**config.mk**
```make
export PLATFORM = sky130hd
export DESIGN_NAME = ex_mem_stage
export DESIGN_NICKNAME = d
export VERILOG_FILES = /design/src/rtl/ex_mem_pkg.sv /design/src/rtl/ex_mem_skid.sv /design/src/rtl/ex_mem_stage.sv
export SDC_FILE = /design/constraint.sdc
export NUM_CORES = 1
export LEC_CHECK = 0
export BUFFER_PORTS_ARGS = -buffer_cell sky130_fd_sc_hd__buf_2
export CAP_MARGIN = 10
export CORE_MARGIN = 3
export CORE_UTILIZATION = 56
export CTS_CLUSTER_SIZE = 30
export DETAILED_ROUTE_END_ITERATION = 12
export PLACE_DENSITY = 0.94
export SYNTH_ARGS = -nofsm -noshare
export SYNTH_HDL_FRONTEND = slang
export SYNTH_SLANG_ARGS = --single-unit
```
**constraint.sdc**
```tcl
create_clock -name clock -period 5.37 [get_ports clock]
set_input_delay 0.537 -clock clock [delete_from_list [all_inputs] [get_ports clock]]
set_output_delay 0.537 -clock clock [all_outputs]
set_load 0.03 [all_outputs]
```
**src/rtl/ex_mem_pkg.sv**
```systemverilog
// ex_mem_pkg: shared constants and the buffered entry type for the
// execute-to-memory stage.
//   - Opcode and ALU-op encodings used by the stage decode.
//   - Overflow status codes written to rstatus on an overflow rewrite.
//   - entry_t: one buffered instruction result as seen by the memory stage.
// The entry field widths are fixed here. The stage's DATA_W and REG_W
// parameters must keep their default values to match them.
package ex_mem_pkg;

   localparam int PKG_DATA_W = 32;
   localparam int PKG_REG_W  = 5;

   localparam logic [4:0] OP_ALU  = 5'b00000;
   localparam logic [4:0] OP_ADDI = 5'b00101;
   localparam logic [4:0] OP_LW   = 5'b01000;
   localparam logic [4:0] OP_SW   = 5'b00111;
   localparam logic [4:0] OP_BNE  = 5'b00010;
   localparam logic [4:0] OP_BLT  = 5'b00110;

   localparam logic [4:0] ALU_ADD = 5'b00000;
   localparam logic [4:0] ALU_SUB = 5'b00001;

   localparam int OVF_ADD  = 1;
   localparam int OVF_ADDI = 2;
   localparam int OVF_SUB  = 3;

   typedef struct packed {
      logic [PKG_REG_W-1:0]  rd;
      logic [PKG_DATA_W-1:0] result;
      logic [PKG_DATA_W-1:0] store_data;
      logic                  reg_we;
      logic                  mem_we;
      logic                  mem_re;
   } entry_t;

endpackage

```
**src/rtl/ex_mem_skid.sv**
```systemverilog
// ex_mem_skid: 2-entry FIFO-ordered valid/ready buffer.
// The head slot is registered and drives out_data directly. in_ready
// depends only on the registered occupancy, so a downstream stall never
// creates a combinational path back to the producer.
// Ports:
//   clock, reset (async active-low), flush (sync, empties the buffer)
//   in_valid/in_ready/in_data    : producer side
//   out_valid/out_ready/out_data : consumer side (head entry)
module ex_mem_skid
   import ex_mem_pkg::*;
#(
   parameter type T = entry_t
) (
   input  logic clock,
   input  logic reset,
   input  logic flush,
   input  logic in_valid,
   output logic in_ready,
   input  T     in_data,
   output logic out_valid,
   input  logic out_ready,
   output T     out_data
);

   logic [1:0] count_p1;
   T           head_p1;
   T           tail_p1;
   logic       push;
   logic       pop;

   assign in_ready  = (count_p1 != 2'd2);
   assign out_valid = (count_p1 != 2'd0);
   assign out_data  = head_p1;

   assign push = in_valid && in_ready;
   assign pop  = out_valid && out_ready;

   // Buffer registers: head is always the oldest entry
   always_ff @(posedge clock or negedge reset) begin
      if (!reset) begin
         count_p1 <= 2'd0;
         head_p1  <= '0;
         tail_p1  <= '0;
      end else if (flush) begin
         count_p1 <= 2'd0;
      end else begin
         if (pop) begin
            // At count 2 no push can happen; at count 1 a push refills head.
            if (count_p1 == 2'd2)
               head_p1 <= tail_p1;
            else if (push)
               head_p1 <= in_data;
         end else if (push) begin
            if (count_p1 == 2'd0)
               head_p1 <= in_data;
            else
               tail_p1 <= in_data;
         end

         case ({push, pop})
            2'b10:   count_p1 <= count_p1 + 2'd1;
            2'b01:   count_p1 <= count_p1 - 2'd1;
            default: count_p1 <= count_p1;
         endcase
      end
   end

endmodule

```
**src/rtl/ex_mem_stage.sv**
```systemverilog
// ex_mem_stage: execute-to-memory pipeline stage downstream of the ALU.
// It decodes write enables, rewrites overflowing add/addi/sub into an
// rstatus write, resolves bne/blt into a one-cycle PC redirect, and
// buffers results in a 2-entry skid buffer.
// Ports:
//   clock, reset (async active-low), flush (sync squash of entries/redirect)
//   in_*       : ALU result, flags and control fields, in_valid/in_ready
//   out_*      : head entry toward the memory stage, out_valid/out_ready
//   redirect_* : taken-branch pulse and target
// Optional build macro EX_MEM_OVF_COUNT_EN adds ovf_count, a saturating
// count of overflow rewrites that only reset clears.
module ex_mem_stage
   import ex_mem_pkg::*;
#(
   parameter int DATA_W  = 32,
   parameter int REG_W   = 5,
   parameter int OVF_RD  = 30,
   parameter int COUNT_W = 16
) (
   input  logic              clock,
   input  logic              reset,
   input  logic              flush,
   input  logic              in_valid,
   output logic              in_ready,
   input  logic [4:0]        in_opcode,
   input  logic [4:0]        in_aluop,
   input  logic [REG_W-1:0]  in_rd,
   input  logic [DATA_W-1:0] in_alu_result,
   input  logic              in_not_equal,
   input  logic              in_less_than,
   input  logic              in_overflow,
   input  logic [DATA_W-1:0] in_store_data,
   input  logic [DATA_W-1:0] in_branch_target,
   output logic              out_valid,
   input  logic              out_ready,
   output logic [REG_W-1:0]  out_rd,
   output logic [DATA_W-1:0] out_result,
   output logic [DATA_W-1:0] out_store_data,
   output logic              out_reg_we,
   output logic              out_mem_we,
   output logic              out_mem_re,
   output logic              redirect_valid,
   output logic [DATA_W-1:0] redirect_pc
`ifdef EX_MEM_OVF_COUNT_EN
   ,
   output logic [COUNT_W-1:0] ovf_count
`endif
);

   entry_t     ent_p0;
   entry_t     head_p1;
   logic       accept_p0;
   logic       ovf_hit_p0;
   logic       taken_p0;
   logic [1:0] ovf_code_p0;

   assign accept_p0 = in_valid && in_ready;

   // Decode, overflow rewrite and rd=0 suppression, in that order
   always_comb begin
      ent_p0            = '0;
      ovf_hit_p0        = 1'b0;
      ovf_code_p0       = 2'd0;
      ent_p0.rd         = in_rd;
      ent_p0.result     = in_alu_result;
      ent_p0.store_data = in_store_data;

      case (in_opcode)
         OP_ALU:  ent_p0.reg_we = 1'b1;
         OP_ADDI: ent_p0.reg_we = 1'b1;
         OP_LW: begin
            ent_p0.reg_we = 1'b1;
            ent_p0.mem_re = 1'b1;
         end
         OP_SW:   ent_p0.mem_we = 1'b1;
         default: ;
      endcase

      if (in_overflow) begin
         if (in_opcode == OP_ALU && in_aluop == ALU_ADD) begin
            ovf_hit_p0  = 1'b1;
            ovf_code_p0 = 2'(OVF_ADD);
         end else if (in_opcode == OP_ADDI) begin
            ovf_hit_p0  = 1'b1;
            ovf_code_p0 = 2'(OVF_ADDI);
         end else if (in_opcode == OP_ALU && in_aluop == ALU_SUB) begin
            ovf_hit_p0  = 1'b1;
            ovf_code_p0 = 2'(OVF_SUB);
         end
      end

      if (ovf_hit_p0) begin
         ent_p0.rd     = REG_W'(OVF_RD);
         ent_p0.result = DATA_W'(ovf_code_p0);
         ent_p0.reg_we = 1'b1;
      end

      if (ent_p0.rd == '0)
         ent_p0.reg_we = 1'b0;
   end

   assign taken_p0 = accept_p0 &&
                     ((in_opcode == OP_BNE && in_not_equal) ||
                      (in_opcode == OP_BLT && in_less_than));

   ex_mem_skid #(.T(entry_t)) u_skid (
      .clock     (clock),
      .reset     (reset),
      .flush     (flush),
      .in_valid  (in_valid),
      .in_ready  (in_ready),
      .in_data   (ent_p0),
      .out_valid (out_valid),
      .out_ready (out_ready),
      .out_data  (head_p1)
   );

   assign out_rd         = head_p1.rd;
   assign out_result     = head_p1.result;
   assign out_store_data = head_p1.store_data;
   assign out_reg_we     = head_p1.reg_we;
   assign out_mem_we     = head_p1.mem_we;
   assign out_mem_re     = head_p1.mem_re;

   // Redirect register: target only reloads on a taken, unflushed accept
   always_ff @(posedge clock or negedge reset) begin
      if (!reset) begin
         redirect_valid <= 1'b0;
         redirect_pc    <= '0;
      end else if (flush) begin
         redirect_valid <= 1'b0;
      end else begin
         redirect_valid <= taken_p0;
         if (taken_p0)
            redirect_pc <= in_branch_target;
      end
   end

`ifdef EX_MEM_OVF_COUNT_EN
   function automatic logic [COUNT_W-1:0] sat_inc(input logic [COUNT_W-1:0] v);
      return (&v) ? v : v + 1'b1;
   endfunction

   // Overflow counter: survives flush, counts only accepts that land
   always_ff @(posedge clock or negedge reset) begin
      if (!reset)
         ovf_count <= '0;
      else if (accept_p0 && ovf_hit_p0 && !flush)
         ovf_count <= sat_inc(ovf_count);
   end
`endif

endmodule

```
Word level (Yosys, flattened, before mapping)
Cells that the tools add are included.
{ "word_totals": {"inputBits": 119, "out_inout_bits": 107, "reg_bits": 179, "word_cells": 73} }
{ "classes": {"bitwise_logic": 3, "muxes": 22, "reduce_logical": 21, "addsub": 2, "eq_ne": 10} }
{ "ops": {"columns": ["cell", "count"], "rows": [
  ["72-bit two-way mux", 5],
  ["37-bit two-way mux", 1],
  ["5-bit by 3-bit equality test with 1-bit output (second input constant)", 3],
  ["5-bit logical NOT", 3],
  ["1-bit two-way mux", 10],
  ["2-bit two-way mux", 5],
  ["4-bit AND reduction", 2],
  ["2-bit nonzero test", 4],
  ["1-bit logical AND", 7],
  ["5-bit by 1-bit equality test with 1-bit output (second input constant)", 1],
  ["5-bit by 2-bit equality test with 1-bit output (second input constant)", 1],
  ["5-bit by 4-bit equality test with 1-bit output (second input constant)", 1],
  ["2-bit equality test (second input constant)", 2],
  ["2-bit case mux with 2 select lines", 1],
  ["1-bit NOT", 3],
  ["3-bit nonzero test", 1],
  ["3-bit OR reduction", 1],
  ["2-bit by 1-bit adder with 2-bit output (second input constant)", 1],
  ["2-bit by 1-bit equality test with 1-bit output (second input constant)", 1],
  ["2-bit logical NOT", 1],
  ["2-bit != test (second input constant)", 1],
  ["2-bit AND reduction", 1],
  ["2-bit by 1-bit subtractor with 2-bit output (second input constant)", 1],
  ["1-bit logical OR", 1]
]} }

Logic depth before layout (Yosys ltp)
Gate-level depths: netlist of run 1.
{ "logic_depth": {"depth_word": 12, "mapped_depth": 7, "mapped_depth_nobuf": 5} }

Modules after synthesis
Synthesis of run 1 repeated with hierarchy kept, for this count alone.
{ "unflattened": {"hier_cells": 539, "hier_area_um2": 8276.7} }
{ "modules_own_cells": {"columns": ["mod", "cells_per_inst", "n_inst", "seq_area_each_um2", "area_each_um2"], "rows": [
  ["ex_mem_skid", 402, 1, 3653.5, 6444.9],
  ["ex_mem_stage", 137, 1, 825.8, 1831.8]
]} }

Worst setup path before layout of run 1
No wires, ideal clock.
{ "synth_timing": {"path_type": "input-to-reg", "from": "input in_opcode[3]", "to": "register redirect_pc[0]", "path_stages": 6, "setup_time_ns": 0.125, "arrival_time_ns": 1.747, "path_slack_ns": 3.498, "n_path_buf": 2, "t_required_ns": 5.245, "path_cell_list": "nor2_1 nand2_1 or4_4 buf_6 buf_12 mux2_4"} }
{ "synth_via": {"elab_chain_len": 5, "word_cells_on_any_way": 7, "cone_classes": "eq/ne: 2; reduce/logical: 5"} }
{ "synth_rtl": {"columns": ["item", "line", "rtl"], "rows": [
  ["start, declared", "ex_mem_stage.sv:25", "input logic [4:0] in_opcode,"],
  ["5-bit by 2-bit equality test with 1-bit output or 5-bit by 3-bit equality test with 1-bit output (tied branches)", "ex_mem_stage.sv:103, ex_mem_stage.sv:104", null],
  ["1-bit logical AND, on equally long branches", "ex_mem_stage.sv:103, ex_mem_stage.sv:104", null],
  ["1-bit logical OR *", "ex_mem_stage.sv:103", "((in_opcode == OP_BNE && in_not_equal) ||"],
  ["1-bit logical AND *", "ex_mem_stage.sv:102", "assign taken_p0 = accept_p0 &&"],
  ["2-bit AND reduction (no line) *", null, null],
  ["end signal, assigned", "ex_mem_stage.sv:135", "redirect_pc <= in_branch_target;"],
  ["end, declared", "ex_mem_stage.sv:43", "output logic [DATA_W-1:0] redirect_pc"]
]} }
Mark *: on every way between the ends. The rest lies on a longest branch, timed or not.
A chain may end at the register's enable or synchronous reset.

Worst setup path after layout of run 1
{ "layout_timing": {"from": "register u_skid.count_p1[0]", "to": "register, netlist name u_skid.out_data[1]"} }
{ "layout_via": {"elab_chain_len": 4, "word_cells_on_any_way": 12, "cone_classes": "eq/ne: 2; mux: 2; reduce/logical: 8"} }
{ "layout_rtl": {"columns": ["item", "line", "rtl"], "rows": [
  ["start, declared", "ex_mem_skid.sv:25", "logic [1:0] count_p1;"],
  ["start signal, assigned", "ex_mem_skid.sv:61", "2'b10: count_p1 <= count_p1 + 2'd1;"],
  ["start signal, assigned", "ex_mem_skid.sv:62", "2'b01: count_p1 <= count_p1 - 2'd1;"],
  ["start signal, assigned", "ex_mem_skid.sv:63", "default: count_p1 <= count_p1;"],
  ["2-bit != test or 2-bit nonzero test (tied branches)", "ex_mem_skid.sv:31, ex_mem_skid.sv:32", null],
  ["1-bit logical AND, on equally long branches", "ex_mem_skid.sv:35, ex_mem_skid.sv:36", null],
  ["2-bit nonzero test (no line)", null, null],
  ["4-bit AND reduction (no line)", null, null]
]} }
Parallel ways exist; a longest one is shown, timed or not.

==> impl_metrics.json, run 1 <==
{
  "hold-worst-slack_ps": 138,
  "ys.flop_type": "dfrtp_1",
  "final_antenna_net_count": 0,
  "start_util": 0.576,
  "grt_overflow": 0,
  "ys_ff_latch": 179,
  "setup_ws_ps": 3060,
  "instances_no_fill": 1125,
  "leakage_nw": 4.71,
  "hold_path_class": "primary input to async pin",
  "cpMostUsedCell": "a21oi_1",
  "reg2reg_slack_ps": 3060,
  "io_pins": 226,
  "drive_gt1_frac": 0.349,
  "root_buffer": "clkbuf_16",
  "critical_path.max_stage_delay_ps": 640,
  "fin_worst_skew_ps": 4.89,
  "wirelength_um": 18300,
  "design_area_mm2": 0.00934,
  "crit_type": "flip-flop to flip-flop",
  "crit_buf_inv": 1,
  "clkSinkCount": 179,
  "fillerInstances": 946,
  "post-route-period-util": 0.429,
  "synth_enable_flop_cells": 0,
  "multiInputGateArea_mm2": 0.00289,
  "avgSynthCellArea_um2": 10.3,
  "first_pass_iters": 5,
  "regArea_mm2": 0.00448,
  "hold_viol": 0,
  "dieHeight_um": 123,
  "synth-warning-count": 0,
  "reg2reg_to": "u_skid.out_data[1]$_DFFE_PN0P_",
  "async_flop_share": 1.00,
  "cts_made_buffers": 17,
  "netlist.top_cell.by_area": "dfrtp_1",
  "clk_pin_slew_ps": 60,
  "yosysSeqAreaShare": 0.585,
  "slew_violations": 0,
  "worstPathArrival_ps": 2610,
  "status": "finished, final reports clean",
  "drt_iter0_drc": 417,
  "die-area_mm2": 0.0151,
  "synth_cells": 744,
  "synthTopCellsByArea": "dfrtp_1 59%, nand2_1 8.4%, mux2_4 5.7%",
  "grt_pass1_wl_um": 28700,
  "critical_path_required_ps": 5670,
  "first_global_vias": 5971,
  "r2r_cells": 6,
  "start_kind": "flip-flop",
  "drc": 0,
  "crit_path_max_fanout": 41,
  "critical-path-top-delay-family": "simple AND/OR/NAND/NOR gates",
  "peakVddDrop_v": 0.000228,
  "dpl_cell_area_mm2": 0.00880,
  "dp_slack_ps": 2880,
  "gp_congestion": 0.815,
  "syn-num-nets": 863,
  "htreeDepth": 4,
  "num_rows": 42,
  "synth_top_area_share": 0.585,
  "relSlewSlack": 0.280,
  "chipWidth_um": 123,
  "antenna_found_initial": 1,
  "cts-hold-fix-buffers": 0,
  "power_density_mw_per_mm2": 404,
  "final_common_cell": "buf_2",
  "port_buffers": 225,
  "clock.fmax_ghz": 0.434,
  "core_mm2": 0.0133,
  "crit_chain": "nand2b_4 -> nor2_4 -> buf_4 -> nor3_1 -> a21oi_1 -> a21oi_1",
  "finalSetupTns_ps": 0,
  "ys_types": 29,
  "grt_max_degree": 87,
  "clock_latency_ps": 430,
  "reg2reg_from": "u_skid.count_p1[0]$_DFFE_PN0P_",
  "cts.path.max_buffers": 2,
  "synthToLayoutAreaGrowth_pct": 21.9,
  "critPathSlowestCell": "nor2_4",
  "postCtsSetupRepairBufs": 0,
  "period_minus_slack_ps": 2310,
  "cp-end-kind": "flip-flop",
  "routedWlPerCell_um": 16.2,
  "vias": 6161,
  "syn_area_mm2": 0.00766,
  "cts_tree": "done",
  "layout_common_cells": "224 x buf_2, 179 x dfrtp_1, 172 x nand2_1",
  "layout.nets": 1058,
  "rsz0062_at_grt": "false",
  "finalSetupViolCount": 0,
  "post-place-cells": 1096,
  "cts_resized": 0,
  "cap_violations": 0,
  "avgViaCountPerCell": 5.48,
  "track_usage": 0.246,
  "dp_hpwl_um": 12200,
  "worst_pin_slew_ps": 1080
}
[through the flow]
step	total power, mW	utilization
floorplan	2.34	-
global placement	2.61	0.662
detailed placement	2.65	0.662
CTS	3.80	0.702
global route	3.96	0.702
finish	3.77	0.702
[worst max path at each step]
stage | from | endpoint | slack [ps] | depth (start not counted)
after floorplan | in_opcode[3] | redirect_pc[0]$_DFFE_PN0P_ | 3500 | 6
after global placement | in_valid | u_skid.tail_p1[35]$_DFFE_PN0P_ | 2930 | 6
after detailed placement | in_valid | u_skid.tail_p1[35]$_DFFE_PN0P_ | 2880 | 6
after CTS | u_skid.count_p1[0]$_DFFE_PN0P_ | u_skid.out_data[1]$_DFFE_PN0P_ | 3100 | 6
after global routing | u_skid.count_p1[0]$_DFFE_PN0P_ | u_skid.out_data[1]$_DFFE_PN0P_ | 2850 | 6
final | u_skid.count_p1[0]$_DFFE_PN0P_ | u_skid.out_data[1]$_DFFE_PN0P_ | 3060 | 6
[logic make-up after synthesis]
| group | after synthesis | synth area share |
|---|---|---|
| AO/OA/AOI/OAI | 130 | 0.0985 |
| AND/OR/NAND/NOR | 303 | 0.161 |
| multiplexers | 68 | 0.114 |
| buffers and inverters | 64 | 0.0418 |
| flip-flops | 179 | 0.585 |
[cell usage after synthesis (2+ instances only)]
master    count
buf_2        19
mux2_4       29
dfrtp_1     179
o211ai_1      2
nand2_1     172
a21oi_1       6
mux2_2       36
mux2i_1       3
nand3_1      34
a31oi_1      65
o21ai_0      47
inv_1         8
buf_12        3
nor2_1       80
o31ai_1       3
or2_2         2
o22ai_1       6
nor3_1        7
clkbuf_1     33
[area by class of cell]
class,instances,area share
diodes,1,0.000268
clock buffers,23,0.0512
clock inverters,5,0.00590
inverters,8,0.00322
multi-input cells,501,0.309
flip-flops and latches,179,0.480
well taps,176,0.0236
repair buffers,232,0.127
[routing by layer]
metal / vias to the layer above / GRT usage / part of all wire
li1: 2918 / - / -
met1: 2944 / 0.308 / 0.40
met2: 260 / 0.401 / 0.50
met3: 39 / 0.0704 / 0.082
met4: 0 / 0.106 / 0.024
met5: - / 0 / 0
[where the power goes]
group	switching, mW	internal [mW]	total [mW]
clock	0.476	0.663	1.14
combinational	0.547	0.314	0.861
sequential	0.150	1.62	1.77
[sequential cells by signal, summed over array words and instances (netlist names)]
register	count
u_skid.tail_p1	72
u_skid.out_data	72
redirect_valid	1
u_skid.count_p1	2
redirect_pc	32
(Power assumes the default switching activity.)
==> inputs of run 2 (changes only) <==
Settings changed: ABC_AREA from default to 1, CORE_UTILIZATION 56 to 52, PLACE_DENSITY 0.94 to 0.88.
Clock period 5.37 ns to 2.2 ns, I/O delays scaled along.
==> impl_metrics.json, run 2 <==
{
  "dieHeight_um": 129,
  "synth_common_cells": "345 x nand2_1, 179 x dfrtp_1, 134 x o21ai_0",
  "hold_viol": 0,
  "vias": 7191,
  "cts.path.max_buffers": 2,
  "cp-end-kind": "flip-flop",
  "cap_violations": 0,
  "holdPathStages": 3,
  "grt_overflow": 0,
  "worstPathArrival_ps": 2090,
  "rsz0062_at_grt": "false",
  "synthToLayoutAreaGrowth_pct": 28.0,
  "post-place-cells": 1329,
  "wl_met2_um": 9910,
  "routedWlPerCell_um": 14.5,
  "htreeDepth": 4,
  "wl_met3_um": 1720,
  "design_area_mm2": 0.0101,
  "track_usage": 0.246,
  "first_pass_iters": 5,
  "layout_common_cells": "345 x nand2_1, 224 x buf_2, 179 x dfrtp_1",
  "m1WireLength_um": 7980,
  "setup_ws_ps": 405,
  "clock.fmax_ghz": 0.557,
  "die-area_mm2": 0.0166,
  "cts_made_buffers": 17,
  "num_rows": 44,
  "grt_pass1_wl_um": 32700,
  "port_buffers": 225,
  "synth_cells": 960,
  "syn_area_mm2": 0.00786,
  "clock_latency_ps": 420,
  "post-route-period-util": 0.816,
  "hp-start": "in_branch_target[19]",
  "status": "finished, final reports clean",
  "drc": 0,
  "clkSinkCount": 179,
  "root_buffer": "clkbuf_16",
  "yosysSeqAreaShare": 0.570,
  "worst_pin_slew_ps": 542,
  "synth_top_area_share": 0.570,
  "start_util": 0.536,
  "hold_path_class": "primary input to flip-flop",
  "cts_resized": 0,
  "fillerInstances": 1090,
  "io_pins": 226,
  "avgSynthCellArea_um2": 8.18,
  "finalSetupViolCount": 0,
  "wirelength_um": 20200,
  "cts_tree": "done",
  "reg2reg_from": "u_skid.count_p1[0]$_DFFE_PN0P_",
  "leakage_nw": 5.49,
  "ys_types": 25,
  "dpl_cell_area_mm2": 0.00915,
  "final_common_cell": "nand2_1",
  "finalSetupTns_ps": 0,
  "synth_enable_flop_cells": 0,
  "fin_worst_skew_ps": 8.24,
  "synthTopCellsByArea": "dfrtp_1 57%, nand2_1 16%, o21ai_0 8.5%",
  "netlist.top_cell.by_area": "dfrtp_1",
  "chipWidth_um": 129,
  "antenna_found_initial": 1,
  "dp_hpwl_um": 13000,
  "crit_path_max_fanout": 42,
  "clk_pin_slew_ps": 70,
  "relSlewSlack": 0.637,
  "drt_iter0_drc": 480,
  "hold-worst-slack_ps": 12.3,
  "ys.flop_type": "dfrtp_1",
  "reg2reg_slack_ps": 410,
  "peakVddDrop_v": 0.000580,
  "reg2reg_to": "u_skid.out_data[48]$_DFFE_PN0P_",
  "gp_congestion": 0.929,
  "syn-num-nets": 1079,
  "power_density_mw_per_mm2": 1050,
  "slew_violations": 0,
  "drive_gt1_frac": 0.232,
  "period_minus_slack_ps": 1790,
  "first_global_vias": 6731,
  "core_mm2": 0.0146,
  "ys_ff_latch": 179,
  "top_layer_used": "met4",
  "synth-warning-count": 0,
  "avgViaCountPerCell": 5.17,
  "min_to": "redirect_pc[19]$_DFFE_PN0P_",
  "synth_most_common_cell": "nand2_1",
  "async_flop_share": 1.00,
  "critical_path_required_ps": 2500,
  "crit_type": "flip-flop to flip-flop",
  "instances_no_fill": 1391,
  "r2r_cells": 7,
  "grt_max_degree": 70,
  "dp_slack_ps": 419,
  "layout.nets": 1312,
  "start_kind": "flip-flop",
  "final_antenna_net_count": 0
}
==> run 2: power breakdown <==
part | internal, mW | switching (mW) | leakage, nW | total, mW
Combinational | 0.891 | 1.89 | 2.96 | 2.78
Clock | 1.88 | 1.26 | 0.307 | 3.14
Sequential | 4.20 | 0.407 | 2.23 | 4.61
==> run 2: stage by stage <==
stage / util / power [mW]
final: 0.687 / 10.5
after CTS: 0.687 / 10.6
after global routing: 0.687 / 11.1
after global placement: 0.624 / 7.26
after detailed placement: 0.624 / 7.37
after floorplan: - / 6.42
==> run 2: area by class of cell <==
class,instances,area [um^2],area share
timing repair buffer,267,1610,0.160
tap,184,230,0.0229
clock inverter,12,153,0.0152
inverter,112,420,0.0418
multi-input combinational,616,2700,0.268
clock buffer,20,467,0.0464
antenna,1,2.50,0.000249
sequential,179,4480,0.445
==> run 2: cells by family (layout without fill, tap and decap cells) <==
family | after synthesis | count (layout) | synth area share
AO/OA/AOI/OAI | 206 | 206 | 0.139
other | 0 | 1 | 0
AND/OR/NAND/NOR | 410 | 410 | 0.203
flip-flops | 179 | 179 | 0.570
buffers and inverters | 165 | 411 | 0.0881
==> run 2: worst max-delay path by stage <==
stage	from	slack, ps	endpoint	cells after the start
detailed placement	in_opcode[1]	420	u_skid.tail_p1[70]$_DFFE_PN0P_	11
CTS	u_skid.count_p1[0]$_DFFE_PN0P_	420	u_skid.out_data[48]$_DFFE_PN0P_	7
global route	u_skid.count_p1[0]$_DFFE_PN0P_	240	u_skid.out_data[36]$_DFFE_PN0P_	7
finish	u_skid.count_p1[0]$_DFFE_PN0P_	410	u_skid.out_data[48]$_DFFE_PN0P_	7
floorplan	u_skid.count_p1[0]$_DFFE_PN0P_	590	u_skid.out_data[31]$_DFFE_PN0P_	9
global placement	u_skid.count_p1[0]$_DFFE_PN0P_	500	u_skid.out_data[36]$_DFFE_PN0P_	7
==> run 2: critical path, cell delays in order (launching register included) <==
cell and delay, ps:
dfrtp_1 430, nor2_1 180, inv_2 80, nor2_4 230, buf_4 420, a21oi_1 120, o21ai_0 110, nand2_1 80
==> run 2: layer usage <==
metal	global-route usage	up-vias
li1	-	3467
met5	0	-
met4	0.0970	0
met3	0.0693	49
met2	0.402	320
met1	0.312	3355
==> run 2: repair_timing <==
action,4_1_cts,5_1_grt
endpoints found under the setup margin,0,0
hold buffers,29,0
hold endpoints to repair,62,0
buffers inserted,0,0
